<file path="src/rtl/frame_downloader_pkg.sv">
// ---------------------------------------------------------------------------
// frame_downloader_pkg
// Shared definitions for the PSRAM frame download path: burst geometry,
// 17-bit stream tags, the controller state encoding and the helper that
// sizes each burst against the remaining pixels of a row.
// Optional feature macro used by importers: FRAME_DOWNLOADER_READ_TIMEOUT_EN
// ---------------------------------------------------------------------------
package frame_downloader_pkg;

  // One PSRAM burst: 32 bytes = 16 RGB565 pixels = 8 x 32-bit words.
  localparam int MEMORY_BURST  = 32;
  localparam int PIX_PER_BURST = MEMORY_BURST / 2;
  localparam int BURST_CYCLES  = MEMORY_BURST / 4;

  // Stream tags; bit16 = 0 marks an ordinary pixel word.
  localparam logic [16:0] TAG_FRAME_START = 17'h10000;
  localparam logic [16:0] TAG_ROW_START   = 17'h10001;
  localparam logic [16:0] TAG_FRAME_END   = 17'h1FFFF;

  typedef enum logic [7:0] {
    IDLE,
    PUSH_FRAME_START,
    CHECK_ROW,
    PUSH_ROW_START,
    READ_REQUEST,
    READ_CMD,
    READ_DATA,
    WAIT_TRANSACTION_COMPLETE,
    DRAIN_CACHE,
    UPDATE_COUNTERS,
    PUSH_FRAME_END,
    DONE
  } t_state;

  // Pixels to emit from the next burst: min(PIX_PER_BURST, width - col).
  function automatic logic [10:0] burst_len(input logic [10:0] col,
                                            input logic [10:0] width);
    logic [10:0] remaining;
    remaining = width - col;
    return (remaining > 11'(PIX_PER_BURST)) ? 11'(PIX_PER_BURST) : remaining;
  endfunction

endpackage

</file>
<file path="src/rtl/frame_downloader_burst_read_buffer.sv">
// ---------------------------------------------------------------------------
// burst_read_buffer
// 8 x 32-bit register cache holding one PSRAM burst. Written one word at a
// time as read data arrives; read back one 16-bit pixel at a time, with the
// pixel in bits [15:0] of a word ordered before the pixel in bits [31:16].
// Ports:
//   clk, reset_n     clock, asynchronous active-low reset
//   we, widx, wdata  word write port
//   ridx             pixel index 0..15 (word = ridx[3:1], half = ridx[0])
//   rpix             selected pixel, combinational
// ---------------------------------------------------------------------------
module burst_read_buffer
  import frame_downloader_pkg::*;
(
  input  logic        clk,
  input  logic        reset_n,
  input  logic        we,
  input  logic [2:0]  widx,
  input  logic [31:0] wdata,
  input  logic [3:0]  ridx,
  output logic [15:0] rpix
);

  logic [31:0] word_q [BURST_CYCLES];
  logic [31:0] word_d [BURST_CYCLES];
  logic [31:0] sel_word;

  always_comb begin
    for (int i = 0; i < BURST_CYCLES; i++) begin
      word_d[i] = word_q[i];
    end
    if (we) begin
      word_d[widx] = wdata;
    end
  end

  always_ff @(posedge clk or negedge reset_n) begin
    if (!reset_n) begin
      for (int i = 0; i < BURST_CYCLES; i++) begin
        word_q[i] <= '0;
      end
    end else begin
      for (int i = 0; i < BURST_CYCLES; i++) begin
        word_q[i] <= word_d[i];
      end
    end
  end

  assign sel_word = word_q[ridx[3:1]];
  assign rpix     = ridx[0] ? sel_word[31:16] : sel_word[15:0];

endmodule

</file>
<file path="src/rtl/frame_downloader.sv">
// ---------------------------------------------------------------------------
// frame_downloader
// Reads a stored frame back from PSRAM in 16-pixel bursts and emits it as
// the 17-bit tagged pixel stream (frame start, row start per row, pixels,
// frame end) towards the display-side FIFO.
// Optional feature: define FRAME_DOWNLOADER_READ_TIMEOUT_EN to zero-fill a
// burst that has not fully arrived by TCMD cycles after the read command and
// raise the sticky read_error flag. Without it, read_error is tied 0 and the
// controller waits for all 8 words.
// Ports:
//   clk, reset_n                 clock, asynchronous active-low reset
//   start, base_addr             launch one frame at base_addr (IDLE only)
//   read_rq, read_ack            arbiter request / grant
//   read_addr, mem_rd_en         burst address and one-cycle read command
//   read_data, read_data_valid   burst data words from memory
//   queue_full, queue_wr_en,
//   queue_data                   output FIFO interface
//   download_done                one-cycle pulse after the frame end tag
//   read_error                   sticky short-burst flag
// ---------------------------------------------------------------------------
module frame_downloader
  import frame_downloader_pkg::*;
#(
  parameter int FRAME_WIDTH  = 640,
  parameter int FRAME_HEIGHT = 480,
  parameter int TCMD         = 19
) (
  input  logic        clk,
  input  logic        reset_n,
  input  logic        start,
  input  logic [20:0] base_addr,
  output logic        read_rq,
  input  logic        read_ack,
  output logic [20:0] read_addr,
  output logic        mem_rd_en,
  input  logic [31:0] read_data,
  input  logic        read_data_valid,
  input  logic        queue_full,
  output logic        queue_wr_en,
  output logic [16:0] queue_data,
  output logic        download_done,
  output logic        read_error
);

  localparam logic [10:0] WIDTH_L     = 11'(FRAME_WIDTH);
  localparam logic [10:0] HEIGHT_L    = 11'(FRAME_HEIGHT);
  localparam logic [7:0]  TCMD_L      = 8'(TCMD);
  localparam logic [3:0]  BURST_WORDS = 4'(BURST_CYCLES);

  t_state      state_q, state_d;
  logic [20:0] addr_q,  addr_d;
  logic [10:0] row_q,   row_d;
  logic [10:0] col_q,   col_d;
  logic [10:0] n_q,     n_d;
  logic [3:0]  w_q,     w_d;
  logic [3:0]  pix_q,   pix_d;
  logic [7:0]  cyc_q,   cyc_d;
  logic        err_q,   err_d;

  logic        push_pending;
  logic [16:0] push_data;
  logic        rq_c;
  logic        rd_en_c;
  logic        done_c;
  logic        buf_we;
  logic [31:0] buf_wdata;
  logic [15:0] buf_rpix;
  logic [10:0] col_sum;

  burst_read_buffer u_buffer (
    .clk     (clk),
    .reset_n (reset_n),
    .we      (buf_we),
    .widx    (w_q[2:0]),
    .wdata   (buf_wdata),
    .ridx    (pix_q),
    .rpix    (buf_rpix)
  );

  assign col_sum = col_q + n_q;

  always_comb begin
    state_d      = state_q;
    addr_d       = addr_q;
    row_d        = row_q;
    col_d        = col_q;
    n_d          = n_q;
    w_d          = w_q;
    pix_d        = pix_q;
    cyc_d        = cyc_q;
    err_d        = err_q;
    push_pending = 1'b0;
    push_data    = '0;
    rq_c         = 1'b0;
    rd_en_c      = 1'b0;
    done_c       = 1'b0;
    buf_we       = 1'b0;
    buf_wdata    = read_data;

    case (state_q)
      IDLE: begin
        if (start) begin
          addr_d  = base_addr;
          row_d   = '0;
          col_d   = '0;
          err_d   = 1'b0;
          state_d = PUSH_FRAME_START;
        end
      end

      PUSH_FRAME_START: begin
        push_pending = 1'b1;
        push_data    = TAG_FRAME_START;
        if (!queue_full) begin
          state_d = CHECK_ROW;
        end
      end

      CHECK_ROW: begin
        state_d = (row_q == HEIGHT_L) ? PUSH_FRAME_END : PUSH_ROW_START;
      end

      PUSH_ROW_START: begin
        push_pending = 1'b1;
        push_data    = TAG_ROW_START;
        if (!queue_full) begin
          col_d   = '0;
          n_d     = burst_len(11'd0, WIDTH_L);
          state_d = READ_REQUEST;
        end
      end

      READ_REQUEST: begin
        rq_c = 1'b1;
        if (read_ack) begin
          state_d = READ_CMD;
        end
      end

      READ_CMD: begin
        // Cycle counter holds the number of cycles elapsed since mem_rd_en.
        rq_c    = 1'b1;
        rd_en_c = 1'b1;
        cyc_d   = 8'd1;
        w_d     = '0;
        pix_d   = '0;
        state_d = READ_DATA;
      end

      READ_DATA: begin
`ifdef FRAME_DOWNLOADER_READ_TIMEOUT_EN
        rq_c = (cyc_q < TCMD_L);
`else
        rq_c = 1'b1;
`endif
        if (cyc_q < TCMD_L) begin
          cyc_d = cyc_q + 8'd1;
        end
        if (w_q == BURST_WORDS) begin
          state_d = WAIT_TRANSACTION_COMPLETE;
`ifdef FRAME_DOWNLOADER_READ_TIMEOUT_EN
        end else if (cyc_q >= TCMD_L) begin
          // Burst came up short: fill the remaining words with zero, one per
          // cycle, and flag it. Late data is no longer accepted.
          buf_we    = 1'b1;
          buf_wdata = '0;
          w_d       = w_q + 4'd1;
          err_d     = 1'b1;
`endif
        end else if (read_data_valid) begin
          buf_we = 1'b1;
          w_d    = w_q + 4'd1;
        end
      end

      WAIT_TRANSACTION_COMPLETE: begin
        // Memory owns the bus until TCMD cycles after the command.
        rq_c = (cyc_q < TCMD_L);
        if (cyc_q < TCMD_L) begin
          cyc_d = cyc_q + 8'd1;
        end else begin
          state_d = DRAIN_CACHE;
        end
      end

      DRAIN_CACHE: begin
        push_pending = 1'b1;
        push_data    = {1'b0, buf_rpix};
        if (!queue_full) begin
          if (({7'd0, pix_q} + 11'd1) == n_q) begin
            state_d = UPDATE_COUNTERS;
          end else begin
            pix_d = pix_q + 4'd1;
          end
        end
      end

      UPDATE_COUNTERS: begin
        addr_d = addr_q + {10'd0, n_q};
        col_d  = col_sum;
        if (col_sum >= WIDTH_L) begin
          row_d   = row_q + 11'd1;
          state_d = CHECK_ROW;
        end else begin
          n_d     = burst_len(col_sum, WIDTH_L);
          state_d = READ_REQUEST;
        end
      end

      PUSH_FRAME_END: begin
        push_pending = 1'b1;
        push_data    = TAG_FRAME_END;
        if (!queue_full) begin
          state_d = DONE;
        end
      end

      DONE: begin
        done_c  = 1'b1;
        state_d = IDLE;
      end

      default: begin
        state_d = IDLE;
      end
    endcase
  end

  always_ff @(posedge clk or negedge reset_n) begin
    if (!reset_n) begin
      state_q <= IDLE;
      addr_q  <= '0;
      row_q   <= '0;
      col_q   <= '0;
      n_q     <= '0;
      w_q     <= '0;
      pix_q   <= '0;
      cyc_q   <= '0;
      err_q   <= 1'b0;
    end else begin
      state_q <= state_d;
      addr_q  <= addr_d;
      row_q   <= row_d;
      col_q   <= col_d;
      n_q     <= n_d;
      w_q     <= w_d;
      pix_q   <= pix_d;
      cyc_q   <= cyc_d;
      err_q   <= err_d;
    end
  end

  assign queue_wr_en   = push_pending & ~queue_full;
  assign queue_data    = push_data;
  assign read_rq       = rq_c;
  assign mem_rd_en     = rd_en_c;
  assign read_addr     = addr_q;
  assign download_done = done_c;

`ifdef FRAME_DOWNLOADER_READ_TIMEOUT_EN
  assign read_error = err_q;
`else
  // err_q stays at its reset value in this build and is unused.
  assign read_error = 1'b0;
`endif

endmodule

</file>
<file path="config.mk">
export PLATFORM = sky130hd
export DESIGN_NAME = frame_downloader
export DESIGN_NICKNAME = d
export VERILOG_FILES = /design/src/rtl/frame_downloader_pkg.sv /design/src/rtl/frame_downloader_burst_read_buffer.sv /design/src/rtl/frame_downloader.sv
export SDC_FILE = /design/constraint.sdc
export NUM_CORES = 1
export LEC_CHECK = 0
export ABC_AREA = 1
export ABC_CLOCK_PERIOD_IN_PS = 3400
export CAP_MARGIN = 25
export CORE_UTILIZATION = 64
export DETAILED_ROUTE_END_ITERATION = 10
export DONT_BUFFER_PORTS = 1
export PLACE_DENSITY = 0.8
export SLEW_MARGIN = 20
export SYNTH_ARGS = -nofsm -noshare
export SYNTH_HDL_FRONTEND = slang
export SYNTH_HIERARCHICAL = 1
export SYNTH_SLANG_ARGS = --single-unit
</file>
<file path="constraint.sdc">
create_clock -name clk -period 3.4 [get_ports clk]
set_input_delay 0.68 -clock clk [delete_from_list [all_inputs] [get_ports clk]]
set_output_delay 0.68 -clock clk [all_outputs]
set_load 0.02 [all_outputs]
</file>
# After elaboration in Yosys (flattened, before gate mapping)
# Cells that the tools add are included.
word_totals:
  register_bits: 334
  inputBits: 59
op_classes:
  n_addsub: 8
  n_lt_le_gt_ge: 6
  eq_ne: 29
  n_mux: 46
  n_bitwise: 4
  reduce_logical: 19
ops:
  columns: ["cell", "count"]
  rows:
  - ["bitwise mux 256 bit", 1]
  - ["binary-select mux 32 bit (select 3 bit)", 1]
  - ["demux 32 bit (select 3 bit)", 1]
  - ["two-way mux 32 bit", 3]
  - ["case mux 8 bit (11 select lines)", 1]
  - ["two-way mux 8 bit", 10]
  - ["case mux 17 bit (4 select lines)", 1]
  - ["two-way mux 11 bit", 6]
  - ["case mux 11 bit (2 select lines)", 2]
  - ["case mux 21 bit (2 select lines)", 1]
  - ["case mux 11 bit (3 select lines)", 1]
  - ["== test 8 x 3 -> 1 bit, second input constant", 4]
  - ["== test 8 x 4 -> 1 bit, second input constant", 4]
  - ["inequality test 2 bit, second input constant", 14]
  - ["adder 21 x 11 -> 21 bit", 1]
  - ["two-way mux 21 bit", 1]
  - ["two-way mux 4 bit", 5]
  - ["== test 8 x 2 -> 1 bit, second input constant", 2]
  - ["two-way mux 16 bit", 1]
  - ["case mux 4 bit (2 select lines)", 2]
  - ["case mux 8 bit (2 select lines)", 1]
  - ["AND reduction 3 bit", 5]
  - ["adder 11 x 1 -> 11 bit, second input constant", 1]
  - ["adder 11 bit", 1]
  - ["29 further kinds", 42]

# Longest topological paths before layout
logic_depth:
  depth_word: 6
  ltp_mapped: 19
  mapped_depth_nobuf: 19

# Modules after synthesis
# Netlist, hierarchy kept.
modules_own_cells:
  columns: ["module", "n_inst", "cells_per_inst", "area_per_inst_um2", "seq_area_each_um2"]
  rows:
  - ["burst_read_buffer", 1, 1646, 12290.5, 6406.1]
  - ["frame_downloader", 1, 786, 5471.5, 1851.8]

# Worst setup path before layout
# No wires, ideal clock.
synth_path:
  path_kind: "reg2reg"
  startpoint: "reg n_q[0]"
  endpoint: "reg row_q[3]"
  arrival_ps: 2437
  slack_ps: 843
  path_stages_with_launch: 17
  synth_period_minus_slack_ps: 2557
  path_cell_list: "dfrtp_1 ha_1 fa_1 inv_1 ha_1 inv_1 a21oi_1 nand3_1 nor2_2 nand3_2 nor2_1 nand3_1 nand3_2 nand2_4 nand2_8 buf_12 o21ai_2"
synth_via:
  elab_chain_len: 4
synth_rtl:
  columns: ["item", "line", "text"]
  rows:
  - ["start: declaration", "frame_downloader.sv:54", "logic [10:0] n_q, n_d;"]
  - ["start signal: assignment", "frame_downloader.sv:245", "n_q <= n_d;"]
  - ["adder 11 bit", "frame_downloader.sv:80", "assign col_sum = col_q + n_q;"]
  - [">= comparator 11 x 10 -> 1 bit", "frame_downloader.sv:201", "if (col_sum >= WIDTH_L) begin"]
  - ["inequality test 2 bit (no line)", null, null]
  - ["AND reduction 3 bit (no line)", null, null]
  - ["end signal: assignment", "frame_downloader.sv:243", "row_q <= row_d;"]
  - ["end: declaration", "frame_downloader.sv:52", "logic [10:0] row_q, row_d;"]
# Every way passes these cells.
# A chain may end at the register's enable or synchronous reset.

# Worst setup path in the final report
layout_path:
  startpoint: "reg pix_q[2]"
  endpoint: "out queue_data[13]"
layout_via:
  elab_chain_len: 6
layout_rtl:
  columns: ["item", "line", "text"]
  rows:
  - ["start: declaration", "frame_downloader.sv:56", "logic [3:0] pix_q, pix_d;"]
  - ["start signal: assignment", "frame_downloader.sv:247", "pix_q <= pix_d;"]
  - ["inverter 3 -> 4 bit (not written as such)", "frame_downloader_burst_read_buffer.sv:49", "assign sel_word = word_q[ridx[3:1]];"]
  - ["binary-select mux 32 bit (select 3 bit)", "frame_downloader_burst_read_buffer.sv:49", null]
  - ["two-way mux 32 bit (not written as such) (2 in a row)", "frame_downloader_burst_read_buffer.sv:49", null]
  - ["two-way mux 16 bit", "frame_downloader_burst_read_buffer.sv:50", "assign rpix = ridx[0] ? sel_word[31:16] : sel_word[15:0];"]
  - ["named net buf_rpix[13]", "frame_downloader.sv:67", "logic [15:0] buf_rpix;"]
  - ["case mux 17 bit (4 select lines)", "frame_downloader.sv:100", "case (state_q)"]
  - ["end: declaration", "frame_downloader.sv:40", "output logic [16:0] queue_data,"]
# The timed path passes the listed nets, and every way through them passes these cells. The select of a mux whose other input is x is not followed.

==> results by group <==
Outcome
  – Outcome: finished, violations left
  – Failing checks: negative hold slack

Detailed routing
  – DR WL/cell: 16.2 µm
  – Drc violations: 0
  – First drt pass iteration count: 5
  – DR vias: around 16000
  – Overall routed net length: between 40 and 50 mm
  – ANT nets after route: 0
  – DR vias/cell: roughly 5.6
  – Detailed Route Iter0 Violations: 1415

Clock network
  – Clock Sinks: 330
  – Worst-Skew Late Latency: between 0.5 and 0.6 ns
  – H-tree level count: 2
  – CTS tree: built
  – CTS Buf Count: 37
  – Clock transition at path regs: roughly 0.060 ns
  – Root Buffer: clkbuf_16
  – Post-CTS Setup Bufs: 0
  – Clock buffer depth: 3
  – Post_cts resized: 0

Cells and area
  – Final #Nets: about 2500
  – Ant diodes: 0
  – Share of layout cells above drive strength 1: between 5 and 6%
  – Final Cell Area: around 19000 µm²
  – Final core occ: between 70% and 80%
  – Layout Cells excl Fill: approximately 2800
  – Layout area overhead: 8.07%

Die
  – Row cnt: 60
  – Die area: between 20000 and 30000 µm²
  – I/O pin count: 102
  – Horiz. Die Dim: between 150 and 200 µm
  – Die Height: roughly 170 µm
  – CORE AREA: between 20000 and 30000 µm²
  – Initial Util: 65.5%

Synthesis
  – Async SR Flop Fraction: 100%
  – Synth top area cells: dfrtp_1 46%, nand2_1 17%, o21ai_0 7.8%
  – Synth top area share: 46.5%
  – Main synth FF type: dfrtp_1
  – Seq cells post-synth: 330
  – Synth unique cells: 50
  – Synthesized net count: approximately 2500
  – Synth top cells by count: 815 x nand2_1, 353 x inv_1, 330 x dfrtp_1
  – Syn Area/Cell: approximately 7.3 µm²
  – Post-synthesis cell count: ~2400
  – Count leader, synth: nand2_1
  – Number of flops mapped to enable cells by yosys: 0
  – Area leader, netlist: dfrtp_1
  – Register area share after synthesis: between 40 and 50%
  – Post-Syn Area: approximately 18000 µm²
  – YS warnings: 6

Timing
  – Worst relative slew slack: between 40 and 50%
  – Final period util: between 90 and 100%
  – Max Clock Freq: roughly 310 MHz
  – Least-Margin Pin Slew: roughly 0.87 ns
  – RSZ-0062 raised after global routing: no
  – Final setup violation count: 0
  – Hold Violations, Final: 175
  – Final TNS setup: 0 ns
  – Setup Skew: between 0.009 and 0.01 ns
  – Final min period: ~3.2 ns
  – Final Max Tran Viols: 0
  – Hold slack: -0.146 ns

Global route
  – Largest net degree at the start of global routing: between 300 and 400
  – Global Route Usage Sum: between 30 and 40%
  – First-pass GRT wire length: roughly 75 mm
  – Vias in the first global route: between 15000 and 20000
  – Grt ovf: 0
  – Initial antenna violation count: 0

Min path
  – Min-delay worst type: in2async

Pwr
  – LEAKAGE: around 9.6 nW
  – Pwr dens: 689 nW/µm²
  – Sw frac: between 30% and 40%
  – Sequential share of power: between 40% and 50%
  – Combinational power share: a little over a quarter
  – Psw: between 0.004 and 0.005 W
  – Maximum VDD drop: between 0.0005 and 0.0006 V
  – Cell internal pwr: about 0.0085 W
  – Clock power frac: a little under a third

Setup path
  – Slowest stage cell, crit path: buf_4
  – Critical path launch point type: flop
  – Worst Path Max Fanout: 63
  – Max stage delay on crit path: between 0.6 and 0.7 ns
  – Crit-path cells: buf_4 > nand3_1 > nand3_1 > nand3_1 > nand2_1 > nand2_1 > nand2_1
  – Worst path arrival time: about 2.5 ns
  – Worst Setup Path Type: reg2out
  – Worst Path Required: about 2.7 ns
  – Critical Path End Type: output port

Placement
  – Placed cells: approximately 2700
  – DP Wirelength: 26.9 mm
  – Number of port buffers: 0
  – Gp weighted congestion: 0.925
  – Placed inst area: approximately 18000 µm²

Run
  – Max-Cap Viols: 0
==> cells by family (layout without fill, tap and decap cells) <==
kind of cell             after synthesis  after routing  share of synthesized area, %
other                                  1              1                        0.0211
buffers and inverters                474            450                          10.6
AO/OA/AOI/OAI                        369            369                          11.1
flip-flops                           330            330                          46.5
AND/OR/NAND/NOR                     1207           1207                          28.6
adder cells (fa/ha/maj)               30             30                          2.20
XOR/XNOR                              21             21                          1.04
==> per-layer routing <==
metal	routed length, µm	vias up	share of wire, %	global-route usage [%]
li1	-	7522	-	-
met1	19000	7337	42	43.6
met2	21100	568	47	54.1
met3	3570	103	7.9	5.52
met4	1490	0	3.3	13.1
met5	0	-	0	0
==> power by group through the flow <==
stage	Clock, W	Combinational, W	Sequential [W]
2_1_floorplan	0	0.00277	0.00542
3_3_place_gp	0	0.00335	0.00553
3_5_place_dp	0	0.00347	0.00557
4_1_cts	0.00418	0.00352	0.00552
5_1_grt	0.00435	0.00406	0.00564
6_report	0.00414	0.00355	0.00553
==> final timing paths <==
check | start | end | slack (ns) | depth (start not counted)
setup / recovery | pix_q[2] | queue_data[13] | 0.18 | 7
hold / removal | reset_n | u_buffer/word_q[49] | -0.15 | 0
setup reg to reg | n_q[0] | row_q[7] | 0.48 | 17
hold reg to reg | u_buffer/word_q[251] | u_buffer/word_q[251] | 0.48 | 2
max in group asynchronous | reset_n | pix_q[1] | 2.80 | 0
min in group clk | read_data[8] | u_buffer/word_q[8] | 0.28 | 2
==> critical path: cells and delay by family (launching register included) <==
| family | cells | cell delay, ns |
|---|---|---|
| flops | 1 | 0.36 |
| buf+inv | 1 | 0.67 |
| simple gates | 6 | 0.95 |
==> registers in the layout, indices dropped and copies added, names as in the netlist <==
signal	flops
col_q	11
pix_q	4
read_addr	21
w_q	4
state_q	4
row_q	11
cyc_q	8
n_q	11
u_buffer/word_q	256
==> layout by cell type (no fill, tap or decap), types with 3 or more instances in the layout <==
| cell type | synthesis | routed |
|---|---|---|
| nand2_1 | 815 | 814 |
| inv_1 | 353 | 353 |
| dfrtp_1 | 330 | 328 |
| o21ai_0 | 276 | 276 |
| nand3_1 | 235 | 235 |
| nor2_1 | 85 | 85 |
| clkbuf_16 | 0 | 39 |
| a21oi_1 | 36 | 36 |
| ha_1 | 28 | 28 |
| buf_4 | 8 | 19 |
| nor3_1 | 14 | 14 |
| nand2_2 | 13 | 14 |
| nand4_1 | 14 | 14 |
| xor2_1 | 11 | 11 |
| o211ai_1 | 11 | 11 |
| o22ai_1 | 11 | 11 |
| xnor2_1 | 10 | 10 |
| o21ai_1 | 10 | 10 |
| nand3_2 | 9 | 9 |
| clkbuf_8 | 0 | 9 |
| clkbuf_1 | 57 | 9 |
| nor2_2 | 7 | 7 |
| clkinv_2 | 0 | 6 |
| o21ai_2 | 5 | 5 |
| inv_2 | 5 | 4 |
| o31ai_1 | 4 | 4 |
| buf_12 | 1 | 4 |
| nand3b_1 | 3 | 3 |
| o221ai_1 | 3 | 3 |
| bufinv_16 | 0 | 3 |
==> through the flow <==
step           hold WS [ns]  power [W]  setup WS [ns]
2_1_floorplan         0.384    0.00819          0.843
3_3_place_gp          0.398    0.00888          0.633
3_5_place_dp          0.400    0.00904          0.510
4_1_cts              -0.150     0.0132          0.193
5_1_grt              -0.157     0.0140         0.0373
6_report             -0.146     0.0132          0.179
==> area by class of cell <==
class / count / area [µm²]
tap: 372 / 465
timing repair buffer: 23 / 223
clock buffer: 57 / 1130
fill: 2210 / 7910
inverter: 359 / 1350
clock inverter: 11 / 140
sequential: 330 / 8260
multi-input combinational: 1628 / 7620
Power figures use the tool's default switching activity.
